`config.mk`:
```
export PLATFORM = sky130hd
export DESIGN_NAME = csr_pending_tracker
export DESIGN_NICKNAME = d
export VERILOG_FILES = /design/src/rtl/csr_pending_tracker.sv
export SDC_FILE = /design/constraint.sdc
export NUM_CORES = 1
export LEC_CHECK = 0
export CAP_MARGIN = 10
export CORE_AREA = 2 2 76 78
export CTS_CLUSTER_DIAMETER = 50
export DETAILED_ROUTE_END_ITERATION = 10
export DIE_AREA = 0 0 78 80
export PLACE_DENSITY = 0.68
export SLEW_MARGIN = 20
export SYNTH_ARGS = -nofsm -noshare
export SYNTH_HDL_FRONTEND = slang
export SYNTH_SLANG_ARGS = --single-unit
export TNS_END_PERCENT = 50
```
`constraint.sdc`:
```
create_clock -name clk -period 3.9 [get_ports clk]
set_input_delay 0.39 -clock clk [delete_from_list [all_inputs] [get_ports clk]]
set_output_delay 0.39 -clock clk [all_outputs]
set_load 0.05 [all_outputs]
```
`src/rtl/csr_pending_tracker.sv`:
```
// Per-warp in-flight instruction counters and FPU-CSR issue locks feeding the
// CSR unit's alm_empty query and the scheduler's issue_ready.
module csr_pending_tracker #(
    parameter int NUM_WARPS = 4,
    parameter int NW_WIDTH  = (NUM_WARPS > 1) ? $clog2(NUM_WARPS) : 1,
    parameter int CNT_WIDTH = 4,
    parameter int TOT_WIDTH = CNT_WIDTH + $clog2(NUM_WARPS)
) (
    input  logic                 clk,
    input  logic                 reset,
    input  logic                 issue_valid,
    input  logic [NW_WIDTH-1:0]  issue_wid,
    input  logic                 issue_lock,
    output logic                 issue_ready,
    input  logic                 commit_valid,
    input  logic [NW_WIDTH-1:0]  commit_wid,
    input  logic [NW_WIDTH-1:0]  alm_empty_wid,
    output logic                 alm_empty,
    input  logic                 unlock_warp,
    input  logic [NW_WIDTH-1:0]  unlock_wid,
    output logic [NUM_WARPS-1:0] locked_mask,
    output logic [TOT_WIDTH-1:0] total_pending,
    output logic                 underflow_err
);

    localparam logic [CNT_WIDTH-1:0] CNT_MAX  = {CNT_WIDTH{1'b1}};
    localparam logic [CNT_WIDTH-1:0] CNT_ZERO = {CNT_WIDTH{1'b0}};
    localparam logic [CNT_WIDTH-1:0] CNT_ONE  = CNT_WIDTH'(1);

    logic [CNT_WIDTH-1:0] cnt_r      [NUM_WARPS];
    logic [CNT_WIDTH-1:0] cnt_next_s [NUM_WARPS];
    logic [NUM_WARPS-1:0] issue_sel_s;
    logic [NUM_WARPS-1:0] commit_sel_s;
    logic [NUM_WARPS-1:0] query_sel_s;
    logic [NUM_WARPS-1:0] unlock_sel_s;
    logic [NUM_WARPS-1:0] ready_vec_s;
    logic [NUM_WARPS-1:0] empty_vec_s;
    logic [NUM_WARPS-1:0] inc_s;
    logic [NUM_WARPS-1:0] dec_s;
    logic [NUM_WARPS-1:0] underflow_hit_s;
    logic [NUM_WARPS-1:0] lock_next_s;
    logic [TOT_WIDTH-1:0] total_next_s;
    logic                 issue_fire_s;

    // One-hot warp decode; out-of-range ids select nothing
    always_comb begin
        issue_sel_s  = '0;
        commit_sel_s = '0;
        query_sel_s  = '0;
        unlock_sel_s = '0;
        for (int w = 0; w < NUM_WARPS; w++) begin
            issue_sel_s[w]  = (issue_wid     == NW_WIDTH'(w));
            commit_sel_s[w] = (commit_wid    == NW_WIDTH'(w));
            query_sel_s[w]  = (alm_empty_wid == NW_WIDTH'(w));
            unlock_sel_s[w] = (unlock_wid    == NW_WIDTH'(w));
        end
    end

    // Issue acceptance and zero-cycle drain query; a commit landing on the
    // last pending instruction already counts as drained
    always_comb begin
        ready_vec_s = '0;
        empty_vec_s = '0;
        for (int w = 0; w < NUM_WARPS; w++) begin
            ready_vec_s[w] = ~locked_mask[w] & (issue_lock | (cnt_r[w] != CNT_MAX));
            empty_vec_s[w] = (cnt_r[w] == CNT_ZERO) |
                             ((cnt_r[w] == CNT_ONE) & commit_valid & commit_sel_s[w]);
        end
        issue_ready  = |(ready_vec_s & issue_sel_s);
        alm_empty    = |(empty_vec_s & query_sel_s);
        issue_fire_s = issue_valid & issue_ready;
    end

    // Next-state counters, locks and total; a same-warp issue cancels a
    // commit so an empty counter with both events never flags underflow
    always_comb begin
        total_next_s    = '0;
        inc_s           = '0;
        dec_s           = '0;
        underflow_hit_s = '0;
        lock_next_s     = '0;
        for (int w = 0; w < NUM_WARPS; w++) begin
            inc_s[w]           = issue_fire_s & ~issue_lock & issue_sel_s[w];
            dec_s[w]           = commit_valid & commit_sel_s[w];
            underflow_hit_s[w] = dec_s[w] & ~inc_s[w] & (cnt_r[w] == CNT_ZERO);
            case ({inc_s[w], dec_s[w]})
                2'b10:   cnt_next_s[w] = cnt_r[w] + CNT_ONE;
                2'b01:   cnt_next_s[w] = (cnt_r[w] != CNT_ZERO) ? (cnt_r[w] - CNT_ONE) : cnt_r[w];
                default: cnt_next_s[w] = cnt_r[w];
            endcase
            lock_next_s[w] = (issue_fire_s & issue_lock & issue_sel_s[w]) |
                             (locked_mask[w] & ~(unlock_warp & unlock_sel_s[w]));
            total_next_s   = total_next_s + TOT_WIDTH'(cnt_next_s[w]);
        end
    end

    // State registers
    always_ff @(posedge clk or negedge reset) begin
        if (!reset) begin
            for (int w = 0; w < NUM_WARPS; w++) begin
                cnt_r[w] <= CNT_ZERO;
            end
            locked_mask   <= '0;
            total_pending <= '0;
            underflow_err <= 1'b0;
        end else begin
            for (int w = 0; w < NUM_WARPS; w++) begin
                cnt_r[w] <= cnt_next_s[w];
            end
            locked_mask   <= lock_next_s;
            total_pending <= total_next_s;
            underflow_err <= underflow_err | (|underflow_hit_s);
        end
    end

endmodule

```
Yosys cells after proc, flatten, opt, wreduce, memory -nomap -nowiden. Cells that the tools add are included.

Bits in registers: 27. Latch bits: 0. RAM bits: 0. ROM bits: 0. Bits of input ports: 14. Word-level logic and storage cells: 140. Memories: 0.

Add/sub/neg operators: 11. Multiply operators: 0. Div/mod/pow operators: 0. $lt $le $gt $ge: 0. Equality and inequality tests: 28. Shift-type cells: 0. Mux-type cells: 8. Bitwise operators: 71. Reductions and logical operators: 15.

Operator list (count): 1-bit bitwise AND (43); 4-bit one-hot mux with 2 select lines (4); 2-bit == test, second input constant (12); 4-bit by 1-bit adder with 4-bit output, second input constant (4); 2-bit by 1-bit == test with 1-bit output, second input constant (8); 4-bit by 1-bit == test with 1-bit output, second input constant (4); 4-bit logical NOT (4); 4-bit 2-to-1 mux (4); 4-bit inequality test, second input constant (4); 4-bit nonzero test (4); 4-bit by 1-bit subtractor with 4-bit output, second input constant (4); 1-bit NOT (13); 1-bit bitwise OR (13); 4-bit OR reduction (3); 4-bit bitwise AND (2); 2-bit logical NOT (4); 5-bit by 4-bit adder with 6-bit output (1); 6-bit by 4-bit adder with 6-bit output (1); 4-bit by 4-bit adder with 5-bit output (1).

Longest topological paths before layout. Gate-level depths: netlist of run 1.

Depth after elaboration: 13. Depth in mapped cells: 16. Mapped depth without buffers: 16.

Least setup slack after synthesis of run 1. Ideal clock, no wire load.

Kind: reg-to-reg. Start: register cnt_r[1] (netlist bit). End: register total_pending[5]. Setup time: 118 ps. Arrival: 3957 ps. Data required time: 3782 ps. Path slack: -175 ps. Stages on the path, launching flop included: 15. Buffers on the path: 1. Cells stage by stage: dfrtp_1 -> ha_1 -> a41oi_1 -> nand4_1 -> ha_1 -> clkbuf_1 -> nand2b_1 -> nor2_1 -> a221o_1 -> fa_1 -> fa_1 -> ha_1 -> fa_1 -> a21o_1 -> a21o_1.

RTL lines: start, declared (RTL line 30) `logic [CNT_WIDTH-1:0] cnt_r [NUM_WARPS];`; start signal, assigned by index (RTL line 108) `cnt_r[w] <= cnt_next_s[w];`; end signal, assigned (RTL line 111) `total_pending <= total_next_s;`; end, declared (RTL line 22) `output logic [TOT_WIDTH-1:0] total_pending,`.

==> results of run 1 <==
[registers in the layout (all words and copies together), names as in the netlist]
| signal | flops |
|---|---|
| locked_mask | 4 |
| total_pending | 6 |
| cnt_r | 16 |
| underflow_err | 1 |
[through the flow]
step,instance area (sq um),util [%],std cells
CTS,3260,60.2,413
floorplan,2400,-,267
global placement,3080,57.0,405
detailed placement,3080,57.0,405
finish,3370,62.4,416
global route,3370,62.4,416
[timing repair]
item / in CTS / in global routing
setup endpoints to repair: 4 / 3
pin swaps: 12 / 10
resized for setup: 21 / 20
buffers inserted: 4 / 3
[where the power goes]
group | internal, mW | switching [mW]
Clock | 0.0720 | 0.0988
Sequential | 0.331 | 0.0436
Combinational | 0.337 | 0.449
Total | 0.740 | 0.592
[final timing paths]
check | slack [ns] | startpoint | cells after the start | end
worst max-delay path | 0.06 | cnt_r[0] | 14 | total_pending[5]
worst min-delay path | 0.50 | reset | 2 | underflow_err
worst max register to register | 0.06 | cnt_r[0] | 14 | total_pending[5]
worst min register to register | 0.55 | locked_mask[2] | 1 | locked_mask[2]
max in group asynchronous | 3.09 | reset | 2 | locked_mask[3]
min in group clk | 0.55 | locked_mask[2] | 1 | locked_mask[2]
[critical path: stages, from the launching register on]
cell	delay [ns]
dfrtp_1	0.43
ha_4	0.19
a41oi_2	0.15
nand4_1	0.14
buf_4	0.16
ha_4	0.28
nand2b_4	0.14
nor2_2	0.03
a221o_1	0.31
fa_1	0.55
fa_1	0.44
ha_2	0.22
fa_2	0.34
a21o_1	0.18
a21o_1	0.17
[per-layer routing]
metal / vias up / GRT usage, % / wire length (microns)
li1: 1106 / - / -
met1: 1125 / 29.3 / 3000
met2: 82 / 37.7 / 3230
met3: 13 / 2.26 / 330
met4: 0 / 8.42 / 127
met5: - / 0 / 0
[layout by cell type, fill, tap and decap left out, types with 3 or more instances in the layout]
cell type | netlist | routed
a21o_1 | 8 | 8
a21oi_1 | 17 | 15
a221o_1 | 3 | 3
a221oi_2 | 0 | 3
a41oi_1 | 6 | 3
a41oi_2 | 0 | 3
and2_1 | 3 | 3
buf_4 | 0 | 59
clkbuf_8 | 0 | 3
clkdlybuf4s50_1 | 0 | 25
dfrtp_1 | 27 | 26
fa_1 | 8 | 6
ha_1 | 25 | 16
ha_2 | 0 | 3
ha_4 | 0 | 6
inv_1 | 34 | 31
inv_2 | 0 | 3
mux2i_1 | 5 | 5
nand2_1 | 11 | 11
nand3_1 | 9 | 9
nor2_1 | 18 | 16
nor2_2 | 1 | 3
nor2b_1 | 7 | 6
nor3_1 | 10 | 8
nor3b_1 | 8 | 7
o21ai_0 | 9 | 6
o21ai_1 | 0 | 3
o31ai_1 | 3 | 3
or3_1 | 6 | 6
[area by class of cell]
class / count / area (sq um)
Timing Repair Buffer: 85 / 702
Multi-Input combinational cell: 194 / 1730
Inverter: 34 / 128
Clock inverter: 1 / 5.00
Sequential cell: 27 / 677
Fill cell: 454 / 2030
Clock buffer: 3 / 41.3
Tap cell: 72 / 90.1
[cells by family (layout without fill, tap and decap cells)]
family                   count (synthesis)  in the layout  share of synthesized area (%)
XOR/XNOR                                 2              2                          0.734
multiplexers                             8              8                           4.14
AO/OA/AOI/OAI                           63             63                           18.3
buffers and inverters                   46            123                           7.80
adder cells (fa/ha/maj)                 33             33                           19.8
flip-flops                              27             27                           28.3
AND/OR/NAND/NOR                         88             88                           21.0
==> flow_summary.toml, run 1 <==
[synthesis]
synth_seq_cells = 27
synth-main-ff-cell = "dfrtp_1"
synthTopCellsByArea = "dfrtp_1 28%, ha_1 13%, fa_1 6.7%"
synth_area_sq_mm = 0.00239
yosysTopAreaCell = "dfrtp_1"
syn_avg_cell_area_sq_um = 8.95
synthArstFlopShare_pct = 100
yosysTopAreaCellShare_pct = 28.3
synth_nets = 314
synth_edf_count = 0
synth_seq_area_share_pct = 28.3
ys_warn_count = 0
synth.most_common_cell = "inv_1"
netlist_top_cells_count = "34 x inv_1, 27 x dfrtp_1, 25 x ha_1"
ys_types = 48
syn_inst = 267

[min_path]
hold_class = "in2async"

[global_route]
grt_pass1_vias = 2326
track_usage_pct = 22.2
grt_max_degree = 28
grt_pass1_wl_mm = 10.8
grt_overflow = 0
antenna_found_initial = 0

[floorplan]
ios = 27
start_util_pct = 44.2
die_w_microns = 78
fp.dieH_microns = 80
rows = 27
core_sq_mm = 0.00541
die_area_sq_mm = 0.00624

[final_layout]
syn_to_final_growth_pct = 41.1
layout-drive-gt1-share_pct = 29.7
fin_nets = 392
diodes = 0

[pwr]
vdd_ir_drop_max_mv = 0.234
power_density_mw_per_mm2 = 395
cellLeakagePower_nw = 1.62
power_mw = 1.33

[place]
gp_congestion = 0.867
hpwl_mm = 4.81
place.port_buffers = 26
pre_cts_slack_ns = -0.575

[sta]
finalHoldViolCount = 0
fin_skew_ns = 0.00780
slew_headroom_pct = 65.7
setup_viol = 0
period_share_pct = 98.4
fin_tns_setup_ns = 0
rsz0062_at_grt = "true"
fin_ws_ns = 0.0627
tightest_slew_ns = 0.513
min_period_ns = 3.84
fmax_mhz = 261
hold_slack_ns = 0.497
drv_slew = 0

[detailed_routing]
viasPerCell = 5.59
drtPass1Iterations = 5
drc = 0
drtIter0Drc = 201
routed-via-count = 2326
wl_per_cell_microns = 16.1
final_antenna_net_count = 0
routed_wl_mm = 6.68

[critical_path]
critPathMaxFanout = 5
cp.arrival_ns = 4.02
worstSetupStartpointType = "register"
critPathRequiredTime_ns = 4.08
path_class = "reg2reg"
worstSetupEndpointType = "register"

[clocking]
cts_root_buffer = "clkbuf_8"
path_clk_slew_ns = 0.11
cts_made_buffers = 3
clock_path_buffers = 2
cts_hold_buf = 0
htree_levels = 1
clock-sinks = 27
worstSkewPairLatency_ns = 0.28
cts_tree = "built"

[run]
cap_viol_max_count = 0

[run_status]
status = "complete, no violations"
Note: power is estimated with default switching activity, not from simulation.
==> inputs of run 2 (changes only) <==
--- a/config.mk
+++ b/config.mk
@@ -8,10 +8,10 @@
 export CAP_MARGIN = 10
 export CORE_AREA = 2 2 76 78
 export CTS_CLUSTER_DIAMETER = 50
+export CTS_CLUSTER_SIZE = 25
 export DETAILED_ROUTE_END_ITERATION = 10
 export DIE_AREA = 0 0 78 80
-export PLACE_DENSITY = 0.68
-export SLEW_MARGIN = 20
+export PLACE_DENSITY = 0.65
 export SYNTH_ARGS = -nofsm -noshare
 export SYNTH_HDL_FRONTEND = slang
 export SYNTH_SLANG_ARGS = --single-unit
==> constraint.sdc (replaced) <==
create_clock -name clk -period 4.76 [get_ports clk]
set_input_delay 0.476 -clock clk [delete_from_list [all_inputs] [get_ports clk]]
set_output_delay 0.476 -clock clk [all_outputs]
set_load 0.05 [all_outputs]
==> flow_summary.toml, run 2 (synthesis gave the netlist of run 1 again) <==
[sta]
drv_slew = 0
fmax_mhz = 231
slew_headroom_pct = 66.0
finalHoldViolCount = 0
fin_tns_setup_ns = 0
fin_skew_ns = 0.0139
period_share_pct = 90.9
setup_viol = 0
tightest_slew_ns = 0.509
min_period_ns = 4.33
rsz0062_at_grt = "false"

[place]
hpwl_mm = 4.17
place.port_buffers = 26
placed_cell_area_sq_mm = 0.00273
gp_congestion = 0.870

[detailed_routing]
routed_wl_mm = 5.40
final_antenna_net_count = 0
routed-via-count = 2021
drtPass1Iterations = 4
drtIter0Drc = 132
wl_per_cell_microns = 14.8
viasPerCell = 5.55
drc = 0

[floorplan]
fp.dieH_microns = 80
rows = 27
die_w_microns = 78
ios = 27
start_util_pct = 44.2
die_area_sq_mm = 0.00624
core_sq_mm = 0.00541

[critical_path]
reg2reg_slack_ns = 0.43
worstSetupEndpointType = "register"
crit_slowest_cell = "fa_1"
critPathRequiredTime_ns = 4.93
critPathBufInv = 0
max_stage_delay_ns = 0.58
crit_path_cell_trace = "ha_1, a41oi_1, nand4_1, ha_1, nand2b_1, nor2_1, a221o_1, fa_1, fa_1, ha_1, fa_1, a21o_1, a21o_1"
worstSetupStartpointType = "register"
r2r_cells = 13
path_class = "reg2reg"
critPathMaxFanout = 10
cp_top_family = "adder cells"
cp.arrival_ns = 4.50
worst_r2r_endpoint = "total_pending[5]"
r2r_start = "cnt_r[0]"

[clocking]
htree_levels = 1
cts_root_buffer = "clkbuf_8"
clock_path_buffers = 2
clock-sinks = 27
path_clk_slew_ns = 0.11
cts_hold_buf = 0
worstSkewPairLatency_ns = 0.28
cts_tree = "built"
cts_made_buffers = 3
cts-resized-gates = 0
cts_setup_buffers = 0

[pwr]
power_density_mw_per_mm2 = 348
vdd_ir_drop_max_mv = 0.136
cellLeakagePower_nw = 1.33

[final_layout]
fill_cells = 520
largest_reg_flops = 16
fin_area_sq_mm = 0.00278
layout-drive-gt1-share_pct = 6.16
reg_top3 = "cnt_r: 16 flops, total_pending: 6 flops, locked_mask: 4 flops"
register_area_sq_um = 676
fin_nets = 340
syn_to_final_growth_pct = 16.3
diodes = 0
layout_commonest_cell = "inv_1"
multi_input_area_sq_mm = 0.00153
layout_common_cells = "34 x inv_1, 27 x dfrtp_1, 26 x clkdlybuf4s50_1"
top_register = "cnt_r"

[run_status]
status = "complete, no violations"

[global_route]
track_usage_pct = 18.9
grt_pass1_vias = 1964
antenna_found_initial = 0
grt_max_degree = 28
grt_overflow = 0
grt_pass1_wl_mm = 9.36

[run]
cap_viol_max_count = 0

[min_path]
hold_class = "reg2reg"
hold_path_startpoint = "locked_mask[1]"
holdPathEnd = "locked_mask[1]"
hold_path_depth = 1
[run 2: changes by cell type in the layout (fill, tap and decap cells not counted), moves of 4 or more]
cell / before / now
ha_4: 6 / 0
a221oi_1: 2 / 6
ha_1: 16 / 25
buf_4: 59 / 7
[run 2: how the worst max path moves through the flow]
stage                           from                to  cells after the start
after floorplan             cnt_r[1]  total_pending[5]                     14
after global placement    issue_lock  total_pending[5]                     13
after detailed placement  issue_lock  total_pending[5]                     13
after CTS                   cnt_r[4]  total_pending[5]                     12
after global routing        cnt_r[4]  total_pending[5]                     12
final                       cnt_r[0]  total_pending[5]                     13
[run 2: routing by layer]
metal,global-route usage [%],routed length [microns],vias up
li1,-,-,1000
met3,2.60,248,8
met5,0,0,-
met2,31.7,2530,47
met1,25.4,2530,966
met4,5.61,85,0
[run 2: where the power goes]
| part | internal (mW) | switching (mW) | total [mW] |
|---|---|---|---|
| registers | 0.270 | 0.0607 | 0.331 |
| logic | 0.210 | 0.287 | 0.497 |
| clock network | 0.0589 | 0.0795 | 0.138 |
| total | 0.539 | 0.427 | 0.966 |
[run 2: through the flow]
step	worst slack, ns	instances	power [mW]	hold slack, ns	utilization [%]
finish	0.431	364	0.966	0.535	51.4
global placement	0.181	360	0.829	0.517	50.6
global route	0.232	364	1.04	0.576	51.4
detailed placement	0.164	360	0.833	0.528	50.6
CTS	0.449	364	0.975	0.546	51.4
floorplan	0.685	267	0.687	0.180	-
[run 2: area by class of cell]
class	count	share of cell area, %
Sequential cell	27	24.3
Timing Repair Buffer	33	11.3
Clock inverter	1	0.180
Clock buffer	3	1.49
Inverter	34	4.59
Multi-Input combinational cell	194	54.9
Tap cell	72	3.24
==> inputs of run 3 (changes only) <==
--- a/config.mk
+++ b/config.mk
@@ -8,7 +8,6 @@
 export CAP_MARGIN = 10
 export CORE_AREA = 2 2 76 78
 export CTS_CLUSTER_DIAMETER = 50
-export CTS_CLUSTER_SIZE = 25
 export DETAILED_ROUTE_END_ITERATION = 10
 export DIE_AREA = 0 0 78 80
 export PLACE_DENSITY = 0.65
==> results of run 3 <==
No change in the layout: final DEF, timing and power equal those of run 2.
